[src/rtl/pipe_pkg.sv]
// Shared types and constants for the valid/ready pipeline stage.
package pipe_pkg;

    typedef enum logic [1:0] {
        PIPE_MODE_FWD  = 2'd0,
        PIPE_MODE_SKID = 2'd1
    } pipe_mode_e;

    localparam int OCC_W = 2;

endpackage : pipe_pkg

[src/rtl/pipe_slot.sv]
// One holding slot: a valid flag plus payload register.
// Priority is kill > load > clr.
module pipe_slot #(
    parameter int DATA_W = 32
) (
    input  logic              clk,
    input  logic              rst,
    input  logic              kill,
    input  logic              load,
    input  logic              clr,
    input  logic [DATA_W-1:0] d,
    output logic              vld,
    output logic [DATA_W-1:0] q
);

    always_ff @(posedge clk or negedge rst) begin
        if (!rst) begin
            vld <= 1'b0;
            q   <= '0;
        end else if (kill) begin
            vld <= 1'b0;
        end else if (load) begin
            vld <= 1'b1;
            q   <= d;
        end else if (clr) begin
            vld <= 1'b0;
        end
    end

endmodule : pipe_slot

[src/rtl/pipe_stage.sv]
// Valid/ready pipeline stage: a plain forwarding register, or a two-entry
// skid buffer whose pin_ready is isolated from pout_ready.
module pipe_stage
    import pipe_pkg::*;
#(
    parameter int         DATA_W = 32,
    parameter pipe_mode_e MODE   = PIPE_MODE_FWD
) (
    input  logic              clk,
    input  logic              rst,
    input  logic              flush,
    input  logic              pin_valid,
    input  logic [DATA_W-1:0] pin_data,
    output logic              pin_ready,
    output logic              pout_valid,
    output logic [DATA_W-1:0] pout_data,
    input  logic              pout_ready,
    output logic [OCC_W-1:0]  occupancy
);

    logic             xfer_in;
    logic             xfer_out;
    logic [OCC_W-1:0] occ_p0;

    generate
        if (MODE == PIPE_MODE_FWD) begin : g_fwd
            logic              main_vld_p0;
            logic [DATA_W-1:0] main_q_p0;

            assign pin_ready = (~main_vld_p0 | pout_ready) & ~flush;

            pipe_slot #(.DATA_W(DATA_W)) u_main (
                .clk  (clk),
                .rst  (rst),
                .kill (flush),
                .load (pin_ready & pin_valid),
                .clr  (pin_ready & ~pin_valid),
                .d    (pin_data),
                .vld  (main_vld_p0),
                .q    (main_q_p0)
            );

            assign pout_valid = main_vld_p0;
            assign pout_data  = main_q_p0;
        end else if (MODE == PIPE_MODE_SKID) begin : g_skid
            logic              main_vld_p0;
            logic              skid_vld_p0;
            logic [DATA_W-1:0] main_q_p0;
            logic [DATA_W-1:0] skid_q_p0;
            logic              acc_in;
            logic              main_load;
            logic              main_clr;
            logic              skid_load;
            logic              skid_clr;
            logic [DATA_W-1:0] main_d;

            // Ready comes only from state (and reset), never from pout_ready.
            assign pin_ready = ~skid_vld_p0 & ~flush & rst;
            assign acc_in    = pin_valid & pin_ready;

            assign main_load = skid_vld_p0 ? pout_ready
                                           : acc_in & (~main_vld_p0 | pout_ready);
            assign main_d    = skid_vld_p0 ? skid_q_p0 : pin_data;
            assign main_clr  = main_vld_p0 & pout_ready;
            assign skid_load = acc_in & main_vld_p0 & ~pout_ready;
            assign skid_clr  = skid_vld_p0 & pout_ready;

            pipe_slot #(.DATA_W(DATA_W)) u_main (
                .clk  (clk),
                .rst  (rst),
                .kill (flush),
                .load (main_load),
                .clr  (main_clr),
                .d    (main_d),
                .vld  (main_vld_p0),
                .q    (main_q_p0)
            );

            pipe_slot #(.DATA_W(DATA_W)) u_skid (
                .clk  (clk),
                .rst  (rst),
                .kill (flush),
                .load (skid_load),
                .clr  (skid_clr),
                .d    (pin_data),
                .vld  (skid_vld_p0),
                .q    (skid_q_p0)
            );

            assign pout_valid = main_vld_p0;
            assign pout_data  = main_q_p0;
        end else begin : g_bad
            $error("pipe_stage: unsupported MODE value");
            assign pin_ready  = 1'b0;
            assign pout_valid = 1'b0;
            assign pout_data  = '0;
        end
    endgenerate

    assign xfer_in  = pin_valid & pin_ready;
    assign xfer_out = pout_valid & pout_ready;

    // Occupancy tracks held beats as a running count rather than decoding valids.
    always_ff @(posedge clk or negedge rst) begin
        if (!rst) begin
            occ_p0 <= '0;
        end else if (flush) begin
            occ_p0 <= '0;
        end else begin
            occ_p0 <= occ_p0 + OCC_W'(xfer_in) - OCC_W'(xfer_out);
        end
    end

    assign occupancy = occ_p0;

endmodule : pipe_stage

[config.mk]
export PLATFORM = sky130hd
export DESIGN_NAME = pipe_stage
export DESIGN_NICKNAME = d
export VERILOG_FILES = /design/src/rtl/pipe_pkg.sv /design/src/rtl/pipe_slot.sv /design/src/rtl/pipe_stage.sv
export SDC_FILE = /design/constraint.sdc
export NUM_CORES = 1
export LEC_CHECK = 0
export ABC_AREA = 1
export CORE_MARGIN = 2
export CORE_UTILIZATION = 30
export CTS_BUF_LIST = sky130_fd_sc_hd__clkbuf_4 sky130_fd_sc_hd__clkbuf_8 sky130_fd_sc_hd__clkbuf_16
export CTS_CLUSTER_SIZE = 25
export DETAILED_ROUTE_END_ITERATION = 16
export SLEW_MARGIN = 10
export SYNTH_ARGS = -nofsm -noshare
export SYNTH_HDL_FRONTEND = slang
export SYNTH_SLANG_ARGS = --single-unit
export TNS_END_PERCENT = 1
[constraint.sdc]
create_clock -name clk -period 3.6 [get_ports clk]
set_input_delay 0.54 -clock clk [delete_from_list [all_inputs] [get_ports clk]]
set_output_delay 0.54 -clock clk [all_outputs]
set_load 0.005 [all_outputs]
==> key figures <==
Outcome
  • Status: finished clean

Route
  • Drt initial violations: 99
  • TritonRoute pass-1 iters: 4
  • Total wire length: 3.788 mm
  • Via density: about 4.6
  • Residual DRC: 0
  • Routed Antenna Nets: 0
  • Wire per inst: between 10 and 15 um
  • Total number of vias: 1394

Global routing
  • First-pass GRT wire length: 5.727 mm
  • Vias in the first global route: approximately 1200
  • Largest net degree at the start of global routing: 36
  • Initial antenna violation count: 0
  • GRT Util Overall: 0.1367
  • Overflow after GRT: 0

Final layout
  • NumNets Final: 273
  • ANT cells: 0
  • Area Growth Syn to Fin: 56.73%
  • Ratio of cells with drive above 1 in the final layout: 0.06383
  • Commonest non-fill, non-tap cells in the layout: 71 x clkdlybuf4s50_1, 68 x nand2_1, 35 x dfrtp_1
  • Filler cell count: 472
  • Commonest non-fill, non-tap cell in the layout: clkdlybuf4s50_1

Timing
  • Setup_tns: 0 ns
  • Max Slew Vio Count: 0
  • Slew of the pin with the lowest slew margin: between 0.7 and 0.8 ns
  • Setup repair after global routing missed its margin: false
  • Fmax: 412.2 MHz
  • Slew headroom: 0.4751
  • Endpoints failing setup: 0
  • Period minus WS final: 2.426 ns
  • Final Hold Viols: 0
  • Tcrit/Tclk final: 0.6739
  • Layout Skew: just over 0.008 ns

Logic synthesis
  • Yosys top cell area share: 0.5780
  • Yosys reg bits: 35
  • Unique cell type count in the Yosys netlist: 13
  • Cell count after synthesis: 166
  • Post-synthesis cell area: approximately 1500 um^2
  • Post-synth top area cell: dfrtp_1
  • Sequential fraction of the synthesis area: 0.5780
  • Net count after synthesis: 205
  • Synth top area cells: dfrtp_1 58%, nand2_1 17%, nand4_1 13%
  • Mean post-synth cell area: 9.128 um^2
  • Synth warn: 0

Critical path
  • Critical path's top delay family: simple AND/OR/NAND/NOR gates
  • Critical Path RT: 3.76 ns
  • Worst stage delay on the critical path: 0.50 ns
  • Setup CP Type: in2reg
  • CP Launch Type: primary input
  • R2r endpoint: occupancy[0]
  • Worst Reg2Reg Path Length in Cells: 7
  • Crit. End Element: flop
  • CP max FO: 34
  • Reg2Reg Setup Slack: 1.54 ns
  • CP Cell Sequence: clkdlybuf4s50_1 > inv_2 > nand2_4 > nand3_4 > ha_1 > inv_1 > ha_1 > inv_1 > nor2_1
  • Worst Path Buf+Inv: 4
  • Worst reg2reg path startpoint: g_fwd.u_main.vld
  • Crit path arrival time: 2.59 ns
  • Slowest cell on crit path: clkdlybuf4s50_1

Floorplan
  • # rows: 25
  • Ports: 73
  • Core region area: ~4800 um^2
  • Starting Density: 0.3166
  • Die H: 75.07 um
  • Total Die Area: approximately 5600 um^2
  • Chip width: 75.07 um

Clocking
  • Root buffer cell: clkbuf_8
  • CTS max path bufs: 2
  • Post-CTS Setup Repair Bufs: 0
  • # hold bufs at CTS: 0
  • Post-cts resize count: 0
  • Num CTS Buffers: 5
  • CTS sink cnt: 35
  • CTS tree: done
  • Clk Latency, worst-skew pair: 0.28 ns
  • H-tree Lvls: 2
  • Clock-pin transition on the worst setup and hold timing paths: roughly 0.07 ns

Placed design
  • Placer Congestion: 0.7261
  • HPWL after DPL: 2.399 mm
  • Port buffer count: 72

Worst hold path
  • Worst Hold Class: in2async

Job
  • Max_cap viols: 0

Power
  • Power Dens Cells: 460.8 nW/um^2
  • Total power: 1.094 mW
  • Max VDD drop: 199.7 uV
  • Leak: 1.137 nW
power by group:
group | internal, mW | switching (mW)
combinational | 0.156 | 0.0953
clock | 0.224 | 0.139
sequential | 0.449 | 0.0310
total | 0.829 | 0.266
worst max-delay path by stage:
stage	from	endpoint	slack, ns	depth (start not counted)
floorplan	pin_valid	occupancy[1]	1.91	8
CTS	pout_ready	occupancy[0]	1.14	9
global placement	pout_ready	occupancy[1]	0.87	9
detailed placement	pout_ready	occupancy[0]	0.83	9
finish	pout_ready	occupancy[0]	1.17	9
global route	pout_ready	occupancy[1]	0.96	10
layer usage:
metal	track usage	routed length [um]
met2	0.2027	1685
met4	0.04762	27
met3	0.05221	301
met5	0	0
met1	0.1831	1774
sequential cells by signal, indices dropped and copies added (netlist names):
| register | count |
|---|---|
| g_fwd.u_main.vld | 1 |
| occupancy | 2 |
| g_fwd.u_main.q | 32 |
kinds of logic after synthesis:
| logic type | count (synthesis) | share of synthesized area |
|---|---|---|
| and+or+nand+nor | 105 | 0.3278 |
| DFF | 35 | 0.5780 |
| buffers and inverters | 21 | 0.06771 |
| AOI/OAI and AO/OA | 3 | 0.009906 |
| adders and majority gates | 2 | 0.01651 |
cell type report:
class / instances / area, um^2 / area share
Sequential cell: 35 / 875.8 / 0.3688
Timing Repair Buffer: 74 / 730.7 / 0.3077
Multi-Input combinational cell: 110 / 536.8 / 0.2260
Tap cell: 67 / 83.83 / 0.03530
Clock buffer: 6 / 82.58 / 0.03477
Clock inverter: 2 / 35.03 / 0.01475
Inverter: 8 / 30.03 / 0.01264
metrics by stage:
stage,util,std cells,area [um^2],setup slack [ns],hold WS (ns)
global route,0.4962,302,2375,0.9647,0.3987
CTS,0.4962,302,2375,1.140,0.3576
detailed placement,0.4716,294,2257,0.8319,0.4572
floorplan,-,166,1515,1.906,0.2444
global placement,0.4716,294,2257,0.8691,0.4520
finish,0.4962,302,2375,1.174,0.3365
Yosys cell counts:
cell type / count
buf_2: 10
ha_1: 2
nand3_4: 1
nand4_1: 32
dfrtp_1: 35
buf_4: 3
nand3_1: 1
inv_1: 6
nor2_1: 2
a21oi_1: 3
nand2_4: 1
nand2_1: 68
inv_2: 2
(Power assumes the default switching activity.)
